===== config.mk =====
export PLATFORM = sky130hd
export DESIGN_NAME = count_mod_n
export DESIGN_NICKNAME = d
export VERILOG_FILES = /design/src/rtl/count_mod_n.sv
export SDC_FILE = /design/constraint.sdc
export NUM_CORES = 1
export LEC_CHECK = 0
export ABC_CLOCK_PERIOD_IN_PS = 1630
export CAP_MARGIN = 20
export CELL_PAD_IN_SITES_DETAIL_PLACEMENT = 1
export CELL_PAD_IN_SITES_GLOBAL_PLACEMENT = 2
export CORE_MARGIN = 4
export CORE_UTILIZATION = 24
export CTS_BUF_LIST = sky130_fd_sc_hd__clkbuf_16
export DETAILED_ROUTE_END_ITERATION = 12
export MAX_ROUTING_LAYER = met4
export PLACE_DENSITY_LB_ADDON = 0.1
export SKIP_CTS_REPAIR_TIMING = 1
export SYNTH_ARGS = -nofsm -noshare
export SYNTH_HDL_FRONTEND = slang
export SYNTH_SLANG_ARGS = --single-unit
export TNS_END_PERCENT = 10

===== constraint.sdc =====
create_clock -name clk -period 1.63 [get_ports clk]
set_input_delay 0.326 -clock clk [delete_from_list [all_inputs] [get_ports clk]]
set_output_delay 0.326 -clock clk [all_outputs]
set_load 0.03 [all_outputs]

===== src/rtl/count_mod_n.sv =====
// count_mod_n: cascadable multi-digit modulo counter (DIGITS digits, each mod MOD).
// Counts up or down, supports a synchronous parallel load, and emits registered
// one-cycle wrap pulses per digit (dig_co) and for the whole counter (co).
// Optional compare output is enabled by defining COUNT_MOD_N_CMP_EN.
module count_mod_n #(
  parameter int DIGITS = 2,
  parameter int MOD    = 10,
  parameter int W      = 4
) (
  input  logic                  clk,
  input  logic                  rst,
  input  logic                  en,
  input  logic                  up,
  input  logic                  load,
  input  logic [DIGITS*W-1:0]   load_val,
  output logic [DIGITS*W-1:0]   count,
  output logic [DIGITS-1:0]     dig_co,
  output logic                  co,
  output logic                  load_err
`ifdef COUNT_MOD_N_CMP_EN
  ,
  input  logic [DIGITS*W-1:0]   cmp_val,
  output logic                  match
`endif
);

  localparam logic [W-1:0] MAX = W'(MOD - 1);
  localparam logic [W-1:0] ONE = W'(1);

  logic [DIGITS*W-1:0] count_q, count_d;
  logic [DIGITS-1:0]   dig_co_q, dig_co_d;
  logic                co_q, co_d;
  logic                load_err_q, load_err_d;

  // Next-state: load takes priority over counting; pulses default low each cycle.
  always_comb begin
    logic [W-1:0] digit;
    logic         step;
    count_d    = count_q;
    dig_co_d   = '0;
    co_d       = 1'b0;
    load_err_d = 1'b0;
    digit      = '0;
    step       = 1'b0;
    if (load) begin
      for (int unsigned k = 0; k < DIGITS; k++) begin
        digit = load_val[k*W +: W];
        if (digit > MAX) begin
          count_d[k*W +: W] = '0;
          load_err_d        = 1'b1;
        end else begin
          count_d[k*W +: W] = digit;
        end
      end
    end else if (en) begin
      // Ripple the step enable from digit 0 upward; a digit steps only when
      // every lower digit sits at its wrap value for the current direction.
      step = 1'b1;
      for (int unsigned k = 0; k < DIGITS; k++) begin
        digit = count_q[k*W +: W];
        if (step) begin
          if (up) begin
            if (digit == MAX) begin
              count_d[k*W +: W] = '0;
              dig_co_d[k]       = 1'b1;
            end else if (digit > MAX) begin
              count_d[k*W +: W] = '0;
            end else begin
              count_d[k*W +: W] = digit + ONE;
            end
          end else begin
            if (digit == '0) begin
              count_d[k*W +: W] = MAX;
              dig_co_d[k]       = 1'b1;
            end else if (digit > MAX) begin
              count_d[k*W +: W] = '0;
            end else begin
              count_d[k*W +: W] = digit - ONE;
            end
          end
        end
        step = step && (up ? (digit == MAX) : (digit == '0));
      end
      // Top digit wrapping implies every lower digit wrapped in the same step.
      co_d = &dig_co_d;
    end
  end

  // State and pulse registers with synchronous reset.
  always_ff @(posedge clk) begin
    if (rst) begin
      count_q    <= '0;
      dig_co_q   <= '0;
      co_q       <= 1'b0;
      load_err_q <= 1'b0;
    end else begin
      count_q    <= count_d;
      dig_co_q   <= dig_co_d;
      co_q       <= co_d;
      load_err_q <= load_err_d;
    end
  end

  assign count    = count_q;
  assign dig_co   = dig_co_q;
  assign co       = co_q;
  assign load_err = load_err_q;

`ifdef COUNT_MOD_N_CMP_EN
  logic match_q, match_d;

  // Registered equality flag: reflects the count value of the previous cycle.
  always_comb begin
    match_d = (count_q == cmp_val);
  end

  // Compare register with synchronous reset.
  always_ff @(posedge clk) begin
    if (rst) begin
      match_q <= 1'b0;
    end else begin
      match_q <= match_d;
    end
  end

  assign match = match_q;
`endif

endmodule


# ---- Word level (Yosys, flattened, before mapping)
# Cells that the tools add are included.
dict set report word_totals {
  register_bits 12
}
dict set report classes {
  eq_ne 2
  n_reduce_logical 8
  muxes 29
  order_cmp 4
  bitwise 2
  n_addsub 4
}
# cell n
set op_table {}
lappend op_table {{4-bit two-way mux} 13}
lappend op_table {{4-bit greater-than comparator (second input constant)} 4}
lappend op_table {{8-bit two-way mux} 2}
lappend op_table {{1-bit two-way mux} 14}
lappend op_table {{4-bit by 1-bit adder with 4-bit output (second input constant)} 2}
lappend op_table {{4-bit == test (second input constant)} 2}
lappend op_table {{4-bit zero test} 2}
lappend op_table {{4-bit by 1-bit subtractor with 4-bit output (second input constant)} 2}
lappend op_table {{2-bit AND reduction} 2}
lappend op_table {{2-bit nonzero test} 2}
lappend op_table {{3-bit OR reduction} 1}
lappend op_table {{1-bit inverter} 2}
lappend op_table {{2-bit OR reduction} 1}

# ---- Logic depth before layout (Yosys ltp)
dict set report depth {
  word_depth 7
  mapped_depth 7
  depth_no_buf 7
}

# ---- Least setup slack after synthesis
# No wires, ideal clock.
dict set report synth_path {
  kind {register to register}
  startpoint {register count_q[0], in the netlist count[0]}
  endpoint {register count_q[7], in the netlist count[7]}
  setup_ps 120
  synth_period_minus_slack_ps 1947
  slack_ps -317
  path_stages_with_launch 8
  path_buffers 0
  arrival_time_ps 1827
  cell_sequence {dfxtp_1 -> inv_1 -> ha_1 -> or3b_1 -> a21oi_2 -> or3b_1 -> nor3_2 -> nor4_1}
}
dict set report synth_between {
  elab_chain_len 4
  word_cells_on_any_way 5
  cone_classes {1 x eq/ne; 1 x mux; 3 x reduce/logical}
}
# item line_no
set synth_rtl {}
lappend synth_rtl {{start: declaration} 30} ;# logic [DIGITS*W-1:0] count_q, count_d;
lappend synth_rtl {{start signal: assignment} 97} ;# count_q <= count_d;
lappend synth_rtl {{4-bit == test or 4-bit zero test (tied branches)} 82} ;# step = step && (up ? (digit == MAX) : (digit == '0));
lappend synth_rtl {{1-bit two-way mux *} 82}
lappend synth_rtl {{2-bit nonzero test (no line) *} -}
lappend synth_rtl {{2-bit AND reduction (no line) *} -}
# Mark *: on every way between the ends. The rest lies on a longest branch, timed or not.
# A chain may end at the register's enable or synchronous reset.

# ---- Worst setup path in the final report
# Same ends and word-level chain as after synthesis.

==> qor.csv <==
stage,metric,value,unit
outcome,status,finished with violations,
outcome,violations,negative setup slack,
timing,rsz0062_at_grt,yes,
power_and_ir_drop,power.density,697.5,nW/um2
die,die_w,71.89,um
synthesis,syn-cell-area,979.7,um2
synthesis,yosys.area_share.adder,8.940,%
worst_hold_path,hold_class,reg2reg,
clock_network,clk_latency,240,ps
global_routing,grt_max_degree,15,
setup_path,crit_buf_inv,1,
final_layout,antenna_cells,0,
die,start_util,25.79,%
placement,gp_congestion,0.8810,
setup_path,cp.arrival,1870,ps
die,core,3799,um2
timing,setup_violations,6,
routing,vias,1153,
clock_network,clock_path_buffers,2,
timing,clock_skew,1.731,ps
synthesis,yosysWarnings,0,
timing,slew_headroom,78.47,%
clock_network,cts_tree,done,
global_routing,grt.overflow.total,0,
placement,pre_cts_ws,-370.0,ps
final_layout,drive_above_1_share,31.32,%
synthesis,synth-simple-area-share,29.63,%
final_layout,multiInputGateArea,739.5,um2
synthesis,synth_top_cells_by_area,"dfxtp_1 22%, ha_1 8.9%, o21ai_0 5.6%",
synthesis,ys.flop_type,dfxtp_1,
flow_run,cap_viol_max_count,0,
global_routing,grt_pass1_wl,5830,um
timing,period_needed,1752,ps
setup_path,endpoint_kind,flop,
routing,drt_first_pass_iters,4,
power_and_ir_drop,ir_drop,0.3965,mV
power_and_ir_drop,cellInternalPower,0.0008042,W
synthesis,avgSynthCellArea,7.422,um2
synthesis,yosysTopAreaCell,dfxtp_1,
setup_path,crit_slowest_cell,or3b_4,
power_and_ir_drop,pwr-share-seq,26.2,%
synthesis,ys_seq_elements,11,
timing,fin_crit_sh,107.5,%
timing,max_freq,570.8,MHz
synthesis,yosysUniqueCellTypes,42,
setup_path,start_kind,flop,
placement,port_buffers,24,
routing,vias_per_cell,5.013,
final_layout,syn2layout_area_growth,67.30,%
synthesis,ys_seq_area_share,22.48,%
synthesis,synth-compound-area-share,27.33,%
setup_path,path_delay_family,simple AND/OR/NAND/NOR gates,
final_layout,final_core_util,43.15,%
synthesis,synthArstFlopShare,0,%
synthesis,synth_cells,132,
global_routing,grt_antenna_before_repair,0,
routing,routed_wl,3451,um
synthesis,yosys.area_share.xor_xnor,0,%
synthesis,synth-edff-count,0,
power_and_ir_drop,pwr-share-comb,35.2,%
power_and_ir_drop,pwr-share-clk,38.6,%
clock_network,cts_root_buf,clkbuf_16,
setup_path,critPathKind,reg2reg,
routing,drtAntennaViolNets,0,
power_and_ir_drop,swShare,29.65,%
clock_network,cts_sinks,11,
synthesis,synth_top_cell_area_share,22.48,%
die,fp.dieH,71.89,um
setup_path,max_stage_delay,380,ps
power_and_ir_drop,leakagePower,0.7465,nW
timing,slew_violations,0,
routing,wl_per_cell,15.00,um
power_and_ir_drop,switchingPower,0.0003390,W
synthesis,synth_top_family_by_area,simple AND/OR/NAND/NOR gates,
synthesis,syn_nets,152,
final_layout,finalNonFillerCells,230,
clock_network,numCtsBuffers,3,
die,num_io_pins,25,
clock_network,h-tree-depth,1,
setup_path,cp_max_fo,3,
timing,whs,588.6,ps
routing,drc_errors,0,
final_layout,fin_nets,203,
routing,first_iter_violations,84,
setup_path,critPathRequiredTime,1750,ps
timing,finalHoldViolations,0,
final_layout,nFillCells,471,
die,rows,22,
global_routing,grt_pass1_vias,1199,
placement,hpwl,2757,um
timing,worstMarginPinSlew,322.4,ps
setup_path,crit_chain,inv_2 > ha_4 > or3b_4 > a21oi_4 > or3b_1 > nor3_2 > nor4_1,
global_routing,grt_use_total,14.46,%
placement,dp.cells,226,
clock_network,clkTransAtPathRegs,40,ps
timing,fin_ws,-121.9,ps
final_layout,ff_latch_area,230.2,um2
synthesis,synthMuxAreaShare,2.171,%
die,die_area,5168,um2
[cells in the final DEF, fill, tap and decap left out, types with 2 or more instances in the layout]
cell type        synthesis  routed
buf_4                    2      30
clkdlybuf4s50_1          0      17
nor2_1                  11      11
o21ai_0                 11       9
a21oi_1                  9       9
inv_1                    9       8
nand2_1                  9       7
dfxtp_1                 11       7
dlymetal6s2s_1           0       7
nand2b_1                 7       6
nor3_1                   7       6
ha_1                     7       6
a31oi_1                  6       5
a211oi_1                 4       3
clkbuf_16                0       3
o21ai_1                  0       2
nand2_2                  0       2
nor3b_1                  2       2
nand4_1                  2       2
nor3_2                   1       2
dfxtp_4                  0       2
dfxtp_2                  0       2
[cell families (layout without fill, tap and decap cells)]
logic type	after synthesis	after routing
buffers and inverters	18	68
AND/OR/NAND/NOR	52	52
multiplexers	2	2
AO/OA/AOI/OAI	42	42
adder cells (fa/ha/maj)	7	7
flip-flops	11	11
[cells in the mapped netlist (3+ instances only)]
cell type	n
dfxtp_1	11
nor2_1	11
o21ai_0	11
a21oi_1	9
inv_1	9
nand2_1	9
ha_1	7
nand2b_1	7
nor3_1	7
a31oi_1	6
a211oi_1	4
clkbuf_1	3
[stage by stage]
stage	setup TNS (ps)	power [W]	instance area (um2)
floorplan	-134.1	0.0005052	1002
global placement	-2478	0.0006784	1476
detailed placement	-2865	0.0006838	1476
CTS	-1438	0.001132	1555
global route	-995.2	0.001210	1639
finish	-444.1	0.001143	1639
[cell type report]
type | count | share of cell area (%)
clock buffer | 3 | 4.580
clock inverter | 1 | 0.2290
inverter | 9 | 2.214
multi-input combinational | 103 | 45.11
sequential | 11 | 14.05
tap | 48 | 3.664
timing repair buffer | 55 | 30.15
[power by group through the flow]
stage | logic, W | clock network (W) | registers [W]
finish | 0.000402 | 0.000441 | 0.000300
global route | 0.000439 | 0.000469 | 0.000302
CTS | 0.000382 | 0.000451 | 0.000300
detailed placement | 0.000380 | 0 | 0.000304
global placement | 0.000375 | 0 | 0.000303
floorplan | 0.000169 | 0 | 0.000336
[flip-flops by register name (all words and copies together) (netlist names)]
name / count
count: 8
load_err: 1
dig_co: 2
[routing by layer]
metal	track usage, %	vias to the layer above	part of all wire [%]
li1	-	579	-
met1	21.25	542	54
met2	20.31	27	42
met3	1.524	5	2.9
met4	5.010	0	1.3
met5	-	-	0
[worst paths after layout]
path / slack, ps / cells after the start / startpoint / end
min: 590 / 2 / count[4]$_SDFFE_PP0P_ / count[4]$_SDFFE_PP0P_
min reg2reg: 590 / 2 / count[4]$_SDFFE_PP0P_ / count[4]$_SDFFE_PP0P_
max reg2reg: -120 / 7 / count[0]$_SDFFE_PP0P_ / count[7]$_SDFFE_PP0P_
max: -120 / 7 / count[0]$_SDFFE_PP0P_ / count[7]$_SDFFE_PP0P_
[worst min-delay path: stages, from the launching register on]
cell     delay, ps
dfxtp_2        340
o21ai_0        140
o21ai_0         70
Note: power is estimated with default switching activity, not from simulation.
